**src/rtl/breakout_pkg.sv**
```systemverilog
// Shared breakout video-path definitions: colour type, palette constants and
// wall side indices.
package breakout_pkg;

  typedef logic [5:0] color_t;  // BBGGRR

  localparam color_t BLACK   = 6'h00;
  localparam color_t RED     = 6'h03;
  localparam color_t GREEN   = 6'h0C;
  localparam color_t YELLOW  = 6'h0F;
  localparam color_t BLUE    = 6'h30;
  localparam color_t MAGENTA = 6'h33;
  localparam color_t CYAN    = 6'h3C;
  localparam color_t WHITE   = 6'h3F;

  localparam int SIDE_LEFT   = 0;
  localparam int SIDE_RIGHT  = 1;
  localparam int SIDE_TOP    = 2;
  localparam int SIDE_BOTTOM = 3;
  localparam int NUM_SIDES   = 4;

endpackage

```
**src/rtl/border_flash_renderer_flash_timer.sv**
```systemverilog
// Per-wall flash frame counter: load restarts the flash, tick counts a frame
// down, saturating at zero.
module flash_timer #(
  parameter int FRAMES = 8
) (
  input  logic clk,
  input  logic rst_n,
  input  logic load,
  input  logic tick,
  output logic active
);

  localparam logic [7:0] FRAMES_L = 8'(FRAMES);

  logic [7:0] cnt_q, cnt_d;

  // A load always wins over a same-cycle tick so a hit on frame_start keeps
  // the full flash length.
  always_comb begin
    cnt_d = cnt_q;
    if (load) begin
      cnt_d = FRAMES_L;
    end else if (tick && (cnt_q != 8'd0)) begin
      cnt_d = cnt_q - 8'd1;
    end
  end

  always_ff @(posedge clk or negedge rst_n) begin
    if (!rst_n) begin
      cnt_q <= 8'd0;
    end else begin
      cnt_q <= cnt_d;
    end
  end

  assign active = (cnt_q != 8'd0);

endmodule

```
**src/rtl/border_flash_renderer.sv**
```systemverilog
// Border pixel generator: decodes the four walls from the beam position and
// registers in_border/color with one pixel of latency.
module border_flash_renderer
  import breakout_pkg::*;
#(
  parameter int     H_BITS            = 10,
  parameter int     V_BITS            = 9,
  parameter int     BORDER_WIDTH_LOG2 = 3,
  parameter int     BORDER_LEFT       = 0,
  parameter int     BORDER_RIGHT      = 632,
  parameter int     BORDER_TOP        = 0,
  parameter int     BORDER_BOTTOM     = 472,
  parameter bit     BOTTOM_EN         = 1'b0,
  parameter color_t BORDER_COLOR      = 6'b111111,
  parameter color_t FLASH_COLOR       = 6'b000011,
  parameter int     FLASH_FRAMES      = 8
) (
  input  logic              clk,
  input  logic              rst_n,
  input  logic [H_BITS-1:0] hpos,
  input  logic [V_BITS-1:0] vpos,
  input  logic              frame_start,
  input  logic [3:0]        hit,
  output logic              in_border,
  output logic [5:0]        color,
  output logic [3:0]        flashing
);

  localparam logic [H_BITS-1:0] LEFT_L   = H_BITS'(BORDER_LEFT);
  localparam logic [H_BITS-1:0] RIGHT_L  = H_BITS'(BORDER_RIGHT);
  localparam logic [V_BITS-1:0] TOP_L    = V_BITS'(BORDER_TOP);
  localparam logic [V_BITS-1:0] BOTTOM_L = V_BITS'(BORDER_BOTTOM);

  logic [3:0] match;
  logic [3:0] load;
  logic       in_border_q, in_border_d;
  color_t     color_q, color_d;

  // Shifting both sides drops the sub-thickness bits, so unaligned
  // parameter low bits are ignored.
  always_comb begin
    match              = '0;
    match[SIDE_LEFT]   = (hpos >> BORDER_WIDTH_LOG2) == (LEFT_L >> BORDER_WIDTH_LOG2);
    match[SIDE_RIGHT]  = (hpos >> BORDER_WIDTH_LOG2) == (RIGHT_L >> BORDER_WIDTH_LOG2);
    match[SIDE_TOP]    = (vpos >> BORDER_WIDTH_LOG2) == (TOP_L >> BORDER_WIDTH_LOG2);
    match[SIDE_BOTTOM] = BOTTOM_EN &&
                         ((vpos >> BORDER_WIDTH_LOG2) == (BOTTOM_L >> BORDER_WIDTH_LOG2));
  end

  always_comb begin
    load              = hit;
    load[SIDE_BOTTOM] = BOTTOM_EN ? hit[SIDE_BOTTOM] : 1'b0;
  end

  for (genvar s = 0; s < NUM_SIDES; s++) begin : g_side
    flash_timer #(
      .FRAMES (FLASH_FRAMES)
    ) u_timer (
      .clk    (clk),
      .rst_n  (rst_n),
      .load   (load[s]),
      .tick   (frame_start),
      .active (flashing[s])
    );
  end

  // Flash colour takes priority whenever any matching wall is flashing,
  // including corners shared with a steady wall.
  always_comb begin
    in_border_d = |match;
    color_d     = BLACK;
    if (|(match & flashing)) begin
      color_d = FLASH_COLOR;
    end else if (in_border_d) begin
      color_d = BORDER_COLOR;
    end
  end

  always_ff @(posedge clk or negedge rst_n) begin
    if (!rst_n) begin
      in_border_q <= 1'b0;
      color_q     <= BLACK;
    end else begin
      in_border_q <= in_border_d;
      color_q     <= color_d;
    end
  end

  assign in_border = in_border_q;
  assign color     = color_q;

endmodule

```
**config.mk**
```make
export PLATFORM = sky130hd
export DESIGN_NAME = border_flash_renderer
export DESIGN_NICKNAME = d
export VERILOG_FILES = /design/src/rtl/breakout_pkg.sv /design/src/rtl/border_flash_renderer_flash_timer.sv /design/src/rtl/border_flash_renderer.sv
export SDC_FILE = /design/constraint.sdc
export NUM_CORES = 1
export LEC_CHECK = 0
export CELL_PAD_IN_SITES_DETAIL_PLACEMENT = 1
export CELL_PAD_IN_SITES_GLOBAL_PLACEMENT = 1
export CORE_MARGIN = 4
export CORE_UTILIZATION = 43
export CTS_CLUSTER_DIAMETER = 80
export CTS_CLUSTER_SIZE = 10
export DETAILED_ROUTE_END_ITERATION = 12
export GPL_TIMING_DRIVEN = 0
export PLACE_DENSITY_LB_ADDON = 0.12
export SYNTH_ARGS = -nofsm -noshare
export SYNTH_HDL_FRONTEND = slang
export SYNTH_SLANG_ARGS = --single-unit
```
**constraint.sdc**
```tcl
create_clock -name clk -period 6.28 [get_ports clk]
set_clock_uncertainty 0.15 [all_clocks]
set_input_delay 0.628 -clock clk [delete_from_list [all_inputs] [get_ports clk]]
set_output_delay 0.628 -clock clk [all_outputs]
set_load 0.05 [all_outputs]
```
==> results of run 1 <==
==> state kept, by name, summed over array words and instances (netlist names) <==
register              cells
color                     2
g_side.u_timer.cnt_q     32
in_border                 1
==> cell usage in the layout, fill, tap and decap left out, types with 2 or more instances in the layout <==
cell,instances
inv_1,11
xnor2_1,6
mux2i_1,6
dfrtp_1,35
o31ai_1,3
nand4_1,2
nor2_1,25
nor4b_1,2
ha_1,8
nor3_1,4
nor3b_1,4
buf_2,3
clkbuf_1,3
a21oi_1,6
or4_4,2
clkbuf_8,7
nand3b_1,2
a311oi_1,2
nor4_1,7
buf_1,3
nand2b_1,2
mux2_2,2
o21ai_0,7
a211oi_1,2
clkdlybuf4s50_1,25
o211ai_1,4
or3b_2,3
nand2_1,12
o2111ai_1,2
or4_1,2
or3_1,2
buf_4,8
xor2_1,10
==> per-stage QoR <==
stage | hold WS (ns) | worst slack (ns) | instance area [sq um] | std cells | util
2_1_floorplan | 0.182 | 3.86 | 1990 | 203 | -
3_3_place_gp | 0.344 | 3.10 | 2310 | 281 | 0.524
3_5_place_dp | 0.360 | 3.06 | 2310 | 281 | 0.523
4_1_cts | 0.294 | 2.72 | 2410 | 289 | 0.546
5_1_grt | 0.327 | 2.60 | 2410 | 289 | 0.546
6_report | 0.276 | 2.74 | 2410 | 289 | 0.546
==> layer usage <==
| metal | part of all wire | global-route usage | up-vias |
|---|---|---|---|
| met5 | 0 | 0 | - |
| met4 | 0.011 | 0.0498 | 0 |
| met3 | 0.045 | 0.0579 | 5 |
| met2 | 0.51 | 0.318 | 36 |
| met1 | 0.43 | 0.208 | 797 |
| li1 | - | - | 776 |
==> path summary, 6_finish.rpt <==
path                                            start  slack, ns  cells past startpoint                    endpoint
setup / recovery           g_side[1].u_timer.cnt_q[0]       2.74                      7                 flashing[1]
hold / removal                                  rst_n       0.28                      1  g_side[3].u_timer.cnt_q[5]
setup reg to reg           g_side[2].u_timer.cnt_q[0]       3.97                      6  g_side[2].u_timer.cnt_q[3]
hold reg to reg            g_side[3].u_timer.cnt_q[0]       0.36                      1  g_side[3].u_timer.cnt_q[0]
max in group asynchronous                       rst_n       5.19                      1  g_side[2].u_timer.cnt_q[1]
min in group clk           g_side[3].u_timer.cnt_q[0]       0.36                      1  g_side[3].u_timer.cnt_q[0]
==> power groups by stage <==
stage | sequential [uW] | combinational [uW] | clock [uW]
6_report | 328 | 246 | 185
2_1_floorplan | 318 | 180 | 0
4_1_cts | 329 | 249 | 189
3_3_place_gp | 326 | 227 | 0
3_5_place_dp | 333 | 246 | 0
5_1_grt | 338 | 278 | 202
==> kinds of logic (layout without fill, tap and decap cells) <==
group                    after synthesis  after routing  synth area share
flip-flops                            35             35             0.440
XOR/XNOR                              16             16            0.0704
AO/OA/AOI/OAI                         30             30             0.101
buffers and inverters                 26             60            0.0654
adder cells (fa/ha/maj)                8              8            0.0503
multiplexers                           8              8            0.0415
AND/OR/NAND/NOR                       80             80             0.231
==> area by class of cell <==
| type | count | area, sq um | share of cell area |
|---|---|---|---|
| tap | 52 | 65.1 | 0.0270 |
| clock buffer | 8 | 100 | 0.0415 |
| multi-input combinational | 142 | 983 | 0.408 |
| sequential | 35 | 876 | 0.363 |
| inverter | 11 | 41.3 | 0.0171 |
| buffer | 15 | 88.8 | 0.0369 |
| timing repair buffer | 26 | 255 | 0.106 |
==> critical path: cells and delay by family, from the launching register on <==
family	cells	cell delay, ns
adder cells (fa/ha/maj)	1	0.20
buffers and inverters	4	1.14
flip-flops	1	0.40
AND/OR/NAND/NOR	2	0.74
==> impl_metrics.yaml, run 1 <==
floorplan:
  num_rows: 24
  die_h_um: 76.0
  fp.dieArea_sq_mm: 0.00578
  start_util: 0.451
  core_area_sq_mm: 0.00441
  ios: 37
  die_w_um: 76.0
detailed_routing:
  drcViolationCount: 0
  first_pass_iters: 4
  ant_nets: 0
  finalWirelength_um: 4830
  drt_iter0_drc: 54
  viasPerCell: 5.58
  routedWlPerCell_um: 16.7
  vias: 1614
power:
  finalPower_uw: 759
  combPwrFrac: 0.324
  p_int_uw: 484
  power.density_mw_per_mm2: 315
  irDropWorstVdd_mv: 0.145
  clockPowerShare: 0.244
  p_sw_uw: 275
  seq_power_share: 0.433
  p_leak_uw: 0.00103
  swShare: 0.363
critical_path:
  path_cells: "inv_1, ha_1, or3b_2, clkbuf_1, or2_1, buf_4, clkdlybuf4s50_1"
  worst-setup-path-type: "reg -> out"
  worst-path-max-fanout: 7
  critPathMaxStageDelay_ns: 0.69
  end_kind: "output pin"
  required_ns: 5.50
  start_kind: "flip-flop"
  cp.arrival_ns: 2.76
  cp_slowest_cell: "clkdlybuf4s50_1"
timing:
  grt_setup_unrepaired: "false"
  tns_ns: 0
  max-slew-margin-rel: 0.464
  slew_viol_final: 0
  period_share: 0.564
  post-route-min-period_ns: 3.54
  finalHoldViolations: 0
  worstMarginPinSlew_ns: 0.805
  fmax_mhz: 282
  setup_viol: 0
yosys:
  syn_nets: 237
  synth_common_cells: "35 x dfrtp_1, 25 x nor2_1, 12 x nand2_1"
  seq_area_frac_synth: 0.440
  yosys_warnings: 0
  async_flop_share: 1.00
  synth_area_leader_cell: "dfrtp_1"
  synth_area_leaders: "dfrtp_1 44%, ha_1 5.0%, nor2_1 4.7%"
  syn_area_per_cell_sq_um: 9.80
  synth_edf_count: 0
  synth.distinct_cells: 46
  ys.flop_type: "dfrtp_1"
  synth_most_common_cell: "dfrtp_1"
  syn_inst: 203
  ys_ff_latch: 35
  synth_top_area_frac: 0.440
  synth_area_sq_mm: 0.00199
final_layout:
  fin_nets: 270
  fillCellCount: 509
  drive_above_1_share: 0.127
  area_growth_pct: 21.1
  n_antenna_cell: 0
grt:
  grt_use_total: 0.181
  grt_overflow_total: 0
  grt_pass1_wl_um: 8610
  grt_pass1_vias: 1818
  grt_max_degree: 36
  grt_antenna_before_repair: 0
clocking:
  cts_hold_buf: 0
  clock-sinks: 35
  clock_latency_ns: 0.29
  clk_pin_slew_ns: 0.08
  htreeDepth: 2
  postCtsSetupBuffers: 0
  cts_root_buf: "clkbuf_8"
  cts_buffer_depth: 2
  cts_tree: "yes"
  cts_resized: 0
  cts_inserted_buffers: 5
job:
  drv_cap: 0
place:
  dpl.hpwl_um: 3600
  place_congestion: 0.771
  numPortBuffers: 26
hold_path:
  min_path_type: "in -> async"
outcome:
  outcome: "finished clean"
(Power assumes the default switching activity.)
==> inputs of run 2 (changes only) <==
--- a/config.mk
+++ b/config.mk
@@ -8,7 +8,7 @@
 export CELL_PAD_IN_SITES_DETAIL_PLACEMENT = 1
 export CELL_PAD_IN_SITES_GLOBAL_PLACEMENT = 1
 export CORE_MARGIN = 4
-export CORE_UTILIZATION = 43
+export CORE_UTILIZATION = 40
 export CTS_CLUSTER_DIAMETER = 80
 export CTS_CLUSTER_SIZE = 10
 export DETAILED_ROUTE_END_ITERATION = 12
==> constraint.sdc (replaced) <==
create_clock -name clk -period 3.55 [get_ports clk]
set_clock_uncertainty 0.15 [all_clocks]
set_input_delay 0.355 -clock clk [delete_from_list [all_inputs] [get_ports clk]]
set_output_delay 0.355 -clock clk [all_outputs]
set_load 0.05 [all_outputs]
==> impl_metrics.yaml, run 2 (synthesis results as in run 1) <==
outcome:
  outcome: "complete, but fails checks"
  failed_checks: "hold timing"
power:
  irDropWorstVdd_mv: 0.203
  power.density_mw_per_mm2: 536
  p_leak_uw: 0.00102
final_layout:
  regArea_sq_um: 876
  area_growth_pct: 21.1
  fillCellCount: 552
  layout_common_cells: "35 x dfrtp_1, 25 x nor2_1, 25 x clkdlybuf4s50_1"
  n_antenna_cell: 0
  multi_input_area_sq_um: 983
  largest_reg_flops: 32
  fin_nets: 270
  drive_above_1_share: 0.122
  final_common_cell: "dfrtp_1"
  regMostFlops: "g_side.u_timer.cnt_q"
detailed_routing:
  m1WireLength_um: 2170
  viasPerCell: 5.16
  vias: 1569
  finalWirelength_um: 4570
  first_pass_iters: 4
  top_layer: "met4"
  wl_met2_um: 2080
  ant_nets: 0
  wl_met3_um: 280
  drt_iter0_drc: 48
  routedWlPerCell_um: 15.0
  drcViolationCount: 0
timing:
  max-slew-margin-rel: 0.467
  worstMarginPinSlew_ns: 0.799
  holdWs_ns: -0.000253
  fmax_mhz: 305
  finalHoldViolations: 2
  tns_ns: 0
  setup_viol: 0
  slew_viol_final: 0
  post-route-min-period_ns: 3.27
  period_share: 0.922
  grt_setup_unrepaired: "false"
grt:
  grt_max_degree: 36
  grt_pass1_vias: 1765
  grt_pass1_wl_um: 7990
  grt_overflow_total: 0
  grt_antenna_before_repair: 0
  grt_use_total: 0.162
clocking:
  cts_root_buf: "clkbuf_8"
  clk_pin_slew_ns: 0.07
  clock-sinks: 35
  cts_inserted_buffers: 5
  cts_hold_buf: 0
  cts_resized: 0
  cts_buffer_depth: 2
  cts_tree: "yes"
  htreeDepth: 2
  postCtsSetupBuffers: 0
  clock_latency_ns: 0.29
critical_path:
  critPathMaxStageDelay_ns: 0.70
  required_ns: 3.04
  worst-path-max-fanout: 7
  cp.arrival_ns: 2.77
  start_kind: "flip-flop"
  reg2reg_slack_ns: 1.31
  end_kind: "output pin"
  path_cells: "inv_1, ha_1, or3b_2, clkbuf_1, or2_1, buf_4, clkdlybuf4s50_1"
  cp_slowest_cell: "clkdlybuf4s50_1"
  worst-setup-path-type: "reg -> out"
job:
  drv_cap: 0
floorplan:
  die_w_um: 78.5
  die_h_um: 78.5
  ios: 37
  num_rows: 25
  start_util: 0.416
  core_area_sq_mm: 0.00479
  fp.dieArea_sq_mm: 0.00617
place:
  place_congestion: 0.785
  numPortBuffers: 26
  dpl.hpwl_um: 3410
hold_path:
  min_path_type: "in -> async"
## run 2: cell count changes in the layout (fill, tap and decap cells not counted), sizes merged
cell    delta
clkbuf     -1
clkinv     +1
## run 2: layout make-up
type,instances,share of cell area
Buffer,15,0.0369
Multi-Input combinational cell,142,0.408
Tap cell,67,0.0348
Clock buffer,7,0.0317
Clock inverter,1,0.00208
Sequential cell,35,0.363
Timing Repair Buffer,26,0.106
Inverter,11,0.0171
## run 2: where the power goes
part	internal, uW	switching [uW]	total [uW]
registers	481	101	582
logic	196	229	425
clock network	138	146	284
total	815	476	1290
## run 2: worst paths after layout
check                                      startpoint                         end  cells past startpoint
max reg2reg                g_side[2].u_timer.cnt_q[0]  g_side[2].u_timer.cnt_q[3]                      6
max                        g_side[1].u_timer.cnt_q[0]                 flashing[1]                      7
min                                             rst_n  g_side[0].u_timer.cnt_q[2]                      1
max in group asynchronous                       rst_n  g_side[3].u_timer.cnt_q[1]                      1
min in group clk                               hit[1]  g_side[1].u_timer.cnt_q[0]                      2
min reg2reg                g_side[3].u_timer.cnt_q[0]  g_side[3].u_timer.cnt_q[0]                      1
## run 2: layer usage
layer | track usage | vias to the layer above
met2 | 0.265 | 33
met4 | 0.0420 | 0
li1 | - | 777
met1 | 0.201 | 753
met3 | 0.0596 | 6
met5 | 0 | -
## run 2: per-stage QoR
| stage | total power (uW) | cell area, sq um | utilization | std cells | setup WS (ns) |
|---|---|---|---|---|---|
| after floorplan | 880 | 1990 | - | 203 | 1.40 |
| after global placement | 982 | 2330 | 0.488 | 296 | 0.620 |
| after detailed placement | 1020 | 2330 | 0.487 | 296 | 0.609 |
| after CTS | 1300 | 2410 | 0.504 | 304 | 0.264 |
| after global routing | 1390 | 2410 | 0.504 | 304 | 0.137 |
| final | 1290 | 2410 | 0.504 | 304 | 0.276 |
## run 2: critical path: cells and delay by family, from the launching register on
family / cells / cell delay [ns]
adders and majority gates: 1 / 0.19
and+or+nand+nor: 2 / 0.73
buffers and inverters: 4 / 1.15
DFF: 1 / 0.41
